`config.mk`:
```
export PLATFORM = sky130hd
export DESIGN_NAME = executor_rega
export DESIGN_NICKNAME = d
export VERILOG_FILES = /design/src/rtl/executor_rega.sv
export SDC_FILE = /design/constraint.sdc
export NUM_CORES = 1
export LEC_CHECK = 0
export CORE_UTILIZATION = 55
export DETAILED_ROUTE_END_ITERATION = 10
export PLACE_DENSITY = 0.82
export SKIP_LAST_GASP = 1
export SLEW_MARGIN = 30
export SYNTH_ARGS = -nofsm -noshare
export SYNTH_HDL_FRONTEND = slang
export SYNTH_SLANG_ARGS = --single-unit
```
`constraint.sdc`:
```
create_clock -name clk -period 3.5 [get_ports clk]
set_input_delay 0.35 -clock clk [delete_from_list [all_inputs] [get_ports clk]]
set_output_delay 0.35 -clock clk [all_outputs]
set_load 0.01 [all_outputs]
```
`src/rtl/executor_rega.sv`:
```
// Irrigation actuator: sequences pump and valves through prime, irrigate and purge phases.
// Define CONTADOR_REGAS_EN to build the saturating completed-run counter on n_regas.
module executor_rega #(
    parameter int unsigned T_PRE   = 2,
    parameter int unsigned T_ASP   = 8,
    parameter int unsigned T_GOT   = 16,
    parameter int unsigned T_PURGA = 3,
    parameter int unsigned CNT_W   = 8
) (
    input  logic       clk,
    input  logic       rst_n,
    input  logic [1:0] rega,
    input  logic       erro,
    input  logic       VE,
    output logic       valv_asp,
    output logic       valv_got,
    output logic       bomba,
    output logic       ocupado,
    output logic       concluido,
    output logic       abortado,
    output logic [1:0] estado,
    output logic [7:0] n_regas
);

    typedef enum logic [1:0] {
        IDLE  = 2'b00,
        PRE   = 2'b01,
        REGA  = 2'b10,
        PURGA = 2'b11
    } state_e;

    // Counters are loaded with T-1 so a phase lasts exactly T cycles.
    localparam logic [CNT_W-1:0] LD_PRE   = CNT_W'(T_PRE - 1);
    localparam logic [CNT_W-1:0] LD_ASP   = CNT_W'(T_ASP - 1);
    localparam logic [CNT_W-1:0] LD_GOT   = CNT_W'(T_GOT - 1);
    localparam logic [CNT_W-1:0] LD_PURGA = CNT_W'(T_PURGA - 1);

    state_e           state_q, state_d;
    logic [CNT_W-1:0] cnt_q, cnt_d;
    logic             asp_q, asp_d;
    logic             abt_q, abt_d;
    logic             concl_q, concl_d;
    logic             abort_q, abort_d;
    logic             bomba_q, bomba_d;
    logic             vasp_q, vasp_d;
    logic             vgot_q, vgot_d;
    logic             ocup_q, ocup_d;
    logic             fault_c;
    logic             start_c;
    logic             cnt_zero_c;

    assign fault_c    = erro | VE;
    assign start_c    = ~fault_c & ((rega == 2'b10) | (rega == 2'b01));
    assign cnt_zero_c = (cnt_q == '0);

    // Next-state, phase counter and registered-output targets.
    always_comb begin
        state_d = state_q;
        cnt_d   = cnt_q;
        asp_d   = asp_q;
        abt_d   = abt_q;
        concl_d = 1'b0;
        abort_d = 1'b0;

        case (state_q)
            IDLE: begin
                if (start_c) begin
                    state_d = PRE;
                    cnt_d   = LD_PRE;
                    asp_d   = rega[1];
                    abt_d   = 1'b0;
                end
            end
            PRE: begin
                if (fault_c) begin
                    state_d = PURGA;
                    cnt_d   = LD_PURGA;
                    abt_d   = 1'b1;
                    abort_d = 1'b1;
                end else if (cnt_zero_c) begin
                    state_d = REGA;
                    cnt_d   = asp_q ? LD_ASP : LD_GOT;
                end else begin
                    cnt_d = cnt_q - CNT_W'(1);
                end
            end
            REGA: begin
                if (fault_c) begin
                    state_d = PURGA;
                    cnt_d   = LD_PURGA;
                    abt_d   = 1'b1;
                    abort_d = 1'b1;
                end else if (cnt_zero_c) begin
                    state_d = PURGA;
                    cnt_d   = LD_PURGA;
                end else begin
                    cnt_d = cnt_q - CNT_W'(1);
                end
            end
            PURGA: begin
                // Faults are ignored here: the purge always runs to completion.
                if (cnt_zero_c) begin
                    state_d = IDLE;
                    concl_d = ~abt_q;
                end else begin
                    cnt_d = cnt_q - CNT_W'(1);
                end
            end
            default: begin
                state_d = IDLE;
                cnt_d   = '0;
            end
        endcase

        bomba_d = (state_d == PRE) | (state_d == REGA);
        vasp_d  = asp_d & ((state_d == REGA) | (state_d == PURGA));
        vgot_d  = ~asp_d & ((state_d == REGA) | (state_d == PURGA));
        ocup_d  = (state_d != IDLE);
    end

    always_ff @(posedge clk or negedge rst_n) begin
        if (!rst_n) begin
            state_q <= IDLE;
            cnt_q   <= '0;
            asp_q   <= 1'b0;
            abt_q   <= 1'b0;
            concl_q <= 1'b0;
            abort_q <= 1'b0;
            bomba_q <= 1'b0;
            vasp_q  <= 1'b0;
            vgot_q  <= 1'b0;
            ocup_q  <= 1'b0;
        end else begin
            state_q <= state_d;
            cnt_q   <= cnt_d;
            asp_q   <= asp_d;
            abt_q   <= abt_d;
            concl_q <= concl_d;
            abort_q <= abort_d;
            bomba_q <= bomba_d;
            vasp_q  <= vasp_d;
            vgot_q  <= vgot_d;
            ocup_q  <= ocup_d;
        end
    end

    assign estado    = state_q;
    assign bomba     = bomba_q;
    assign valv_asp  = vasp_q;
    assign valv_got  = vgot_q;
    assign ocupado   = ocup_q;
    assign concluido = concl_q;
    assign abortado  = abort_q;

`ifdef CONTADOR_REGAS_EN
    logic [7:0] n_regas_q;

    // Advances together with the concluido pulse; saturates at 255.
    always_ff @(posedge clk or negedge rst_n) begin
        if (!rst_n) begin
            n_regas_q <= 8'h00;
        end else if (concl_d && (n_regas_q != 8'hFF)) begin
            n_regas_q <= n_regas_q + 8'd1;
        end
    end

    assign n_regas = n_regas_q;
`else
    assign n_regas = 8'h00;
`endif

endmodule

```
==> metrics.txt <==
DR iter-0 viols=22; Post-synth EDFFs=0; Max-slew headroom=0.4597; DRT antenna net count=0; FF-to-FF End=valv_got; Port Buffers=13; Hold EP=concluido; Max stage delay on crit path=0.46 ns; Core Util, Final=0.6656; drt wl/cell=14.33 um; # clock sinks=18; Final Setup Violations=0; largest net degree at the start of global routing=19; post-DP HPWL=1758 um; CTS-repair resized insts=0; setup total negative slack=0 ns; required time worst endpoint=3.69 ns; cell area after synthesis=1195 sq um; nets=158; RSZ-0062 raised after global routing=no; Power Dens Cells=967.6 nW/um^2; Finished Layout Cells=168; first drt pass iteration count=4; Tmin final=2.335 ns; Tot Pwr=1.289 mW; CTS Buffer Depth=2; layout cells sized above 1=0.07801; first-pass GRT wire length=4140 um; # rows=16; Num CTS Buffers=3; status=complete, no violations; synth top area cells=dfrtp_1 38%, ha_1 10%, nor2_1 5.3%; routability cong.=0.8890; Fin. Hold Viols=0; Ant. Diodes=0; Worst-Skew Late Latency=0.30 ns; Root Driver=clkbuf_4; post-CTS setup repair buffer count=0; Core Region=2002 sq um; Yosys reg bits=18; synth unique cells=42; CTS tree=done; Yosys top cell area share=0.3770; area leader, netlist=dfrtp_1; critical path class=register to register; GRT Total Usage=0.2294; chip height=48.61 um; Hold Path Class=register to register; Area growth, synth to finish=11.52%; worst slew pin tran=0.8078 ns; worst path arrival time=2.52 ns; placed cell count=164; Filler Cell Count=176; Worst Skew=0.001328 ns; # IOs=22; R2R cell count=8; total number of vias=977; vias per std cell=5.815; Yosys warnings=0; sequential area share after synthesis=0.3770; worst-path maximum fanout=6; Tcrit/Tclk final=0.6671; H-tree depth=1; Post-synth ARST share=1.000; Mapped Cells=130; CTS clk-pin slew, worst paths=0.10 ns; WL final=2407 um; cts hold-fix bufs=0; Maximum Capacitance Violations=0; GR Overflow Total=0; Worst Hold Path Cells=1; startpoint types=register; reg2reg start=cnt_q[2]; Syn Area/Cell=9.192 sq um; HP Start=abt_q; Slowest-stage cell, CP=dfrtp_1; Pins Over Slew Limit=0; Setup crit end kind=register; crit-path cells=nor4_2 > nand3_1 > a21o_1 > a221oi_1 > o21ai_0 > ha_1 > nor2_1 > nor2_1; number of global-route vias before repair=897; initial core utilization=0.5969; Main synth FF type=dfrtp_1; P_leak=0.6215 nW; most frequent cells after synthesis=18 x dfrtp_1, 17 x nor2_1, 13 x nand2_1; count leader, synth=dfrtp_1; DRC viols=0; Die W=48.61 um; r2r setup slk=1.17 ns; FMAX=0.4283 GHz; Worst path most repeated cell=nor2_1; peak supply drop=0.6651 mV; initial antenna violation count=0; total die area=2363 sq um
cell families (layout without fill, tap and decap cells):
| group | Yosys count | in the layout | share of synthesized area |
|---|---|---|---|
| and+or+nand+nor | 44 | 44 | 0.1770 |
| AOI/OAI and AO/OA | 34 | 34 | 0.2168 |
| buffers and inverters | 20 | 24 | 0.09634 |
| DFF | 18 | 18 | 0.3770 |
| adders and majority gates | 10 | 10 | 0.1047 |
| muxes | 2 | 2 | 0.01780 |
| other | 1 | 8 | 0.003138 |
| xor gates and xnor gates | 1 | 1 | 0.007331 |
power by group:
part,total [mW],internal [mW],switching (mW)
logic,0.803,0.344,0.459
clock network,0.131,0.0635,0.0677
registers,0.355,0.288,0.0674
total,1.29,0.695,0.594
worst max-delay path: cells and delay by family, from the launching register on:
kind	cells	cell delay (ns)
and+or+nand+nor	4	0.77
AOI/OAI and AO/OA	3	0.76
DFF	1	0.46
adders and majority gates	1	0.23
flip-flops by register name, indices dropped and copies added (netlist names):
register	cells
abt_q	1
cnt_q	8
abortado	1
concluido	1
asp_q	1
ocupado	1
valv_got	1
estado	2
valv_asp	1
bomba	1
cell type report:
type	count	area, sq um	share of cell area
Multi-Input combinational cell	99	655.6	0.4920
Sequential cell	18	450.4	0.3380
Timing Repair Buffer	13	130.1	0.09765
Clock buffer	4	36.28	0.02723
Tap cell	27	33.78	0.02535
Inverter	7	26.28	0.01972
layer usage:
layer | wire length (um) | vias up | track usage
li1 | - | 464 | -
met1 | 1022 | 461 | 0.2869
met2 | 1203 | 45 | 0.3935
met3 | 135 | 7 | 0.04717
met4 | 44 | 0 | 0.07353
met5 | 0 | - | 0
layout by cell type (no fill, tap or decap), types with 2 or more instances in the layout:
master / synthesis / final
a211oi_1: 3 / 3
a21o_1: 3 / 3
a21oi_1: 2 / 2
a221o_1: 3 / 3
a31oi_1: 4 / 4
clkbuf_4: 0 / 3
clkdlybuf4s50_1: 0 / 13
conb_1: 1 / 8
dfrtp_1: 18 / 18
ha_1: 10 / 10
inv_1: 7 / 7
nand2_1: 13 / 13
nand3_1: 3 / 3
nor2_1: 17 / 17
o21ai_0: 8 / 8
through the flow:
stage | setup WS [ns] | hold slack (ns) | instance area [sq um]
after detailed placement | 1.185 | 0.4514 | 1296
final | 1.165 | 0.4739 | 1333
after floorplan | 1.465 | 0.05441 | 1221
after CTS | 1.179 | 0.4683 | 1333
after global routing | 0.9744 | 0.4977 | 1333
after global placement | 1.255 | 0.4581 | 1296
worst max-delay path by stage:
| stage | from | end | cells after the start |
|---|---|---|---|
| after detailed placement | VE | cnt_q[6] | 6 |
| after global routing | cnt_q[2] | valv_got | 8 |
| after floorplan | cnt_q[3] | valv_asp | 8 |
| after global placement | VE | cnt_q[6] | 6 |
| after CTS | cnt_q[2] | valv_got | 8 |
| final | cnt_q[2] | valv_got | 8 |
Power figures use the tool's default switching activity.
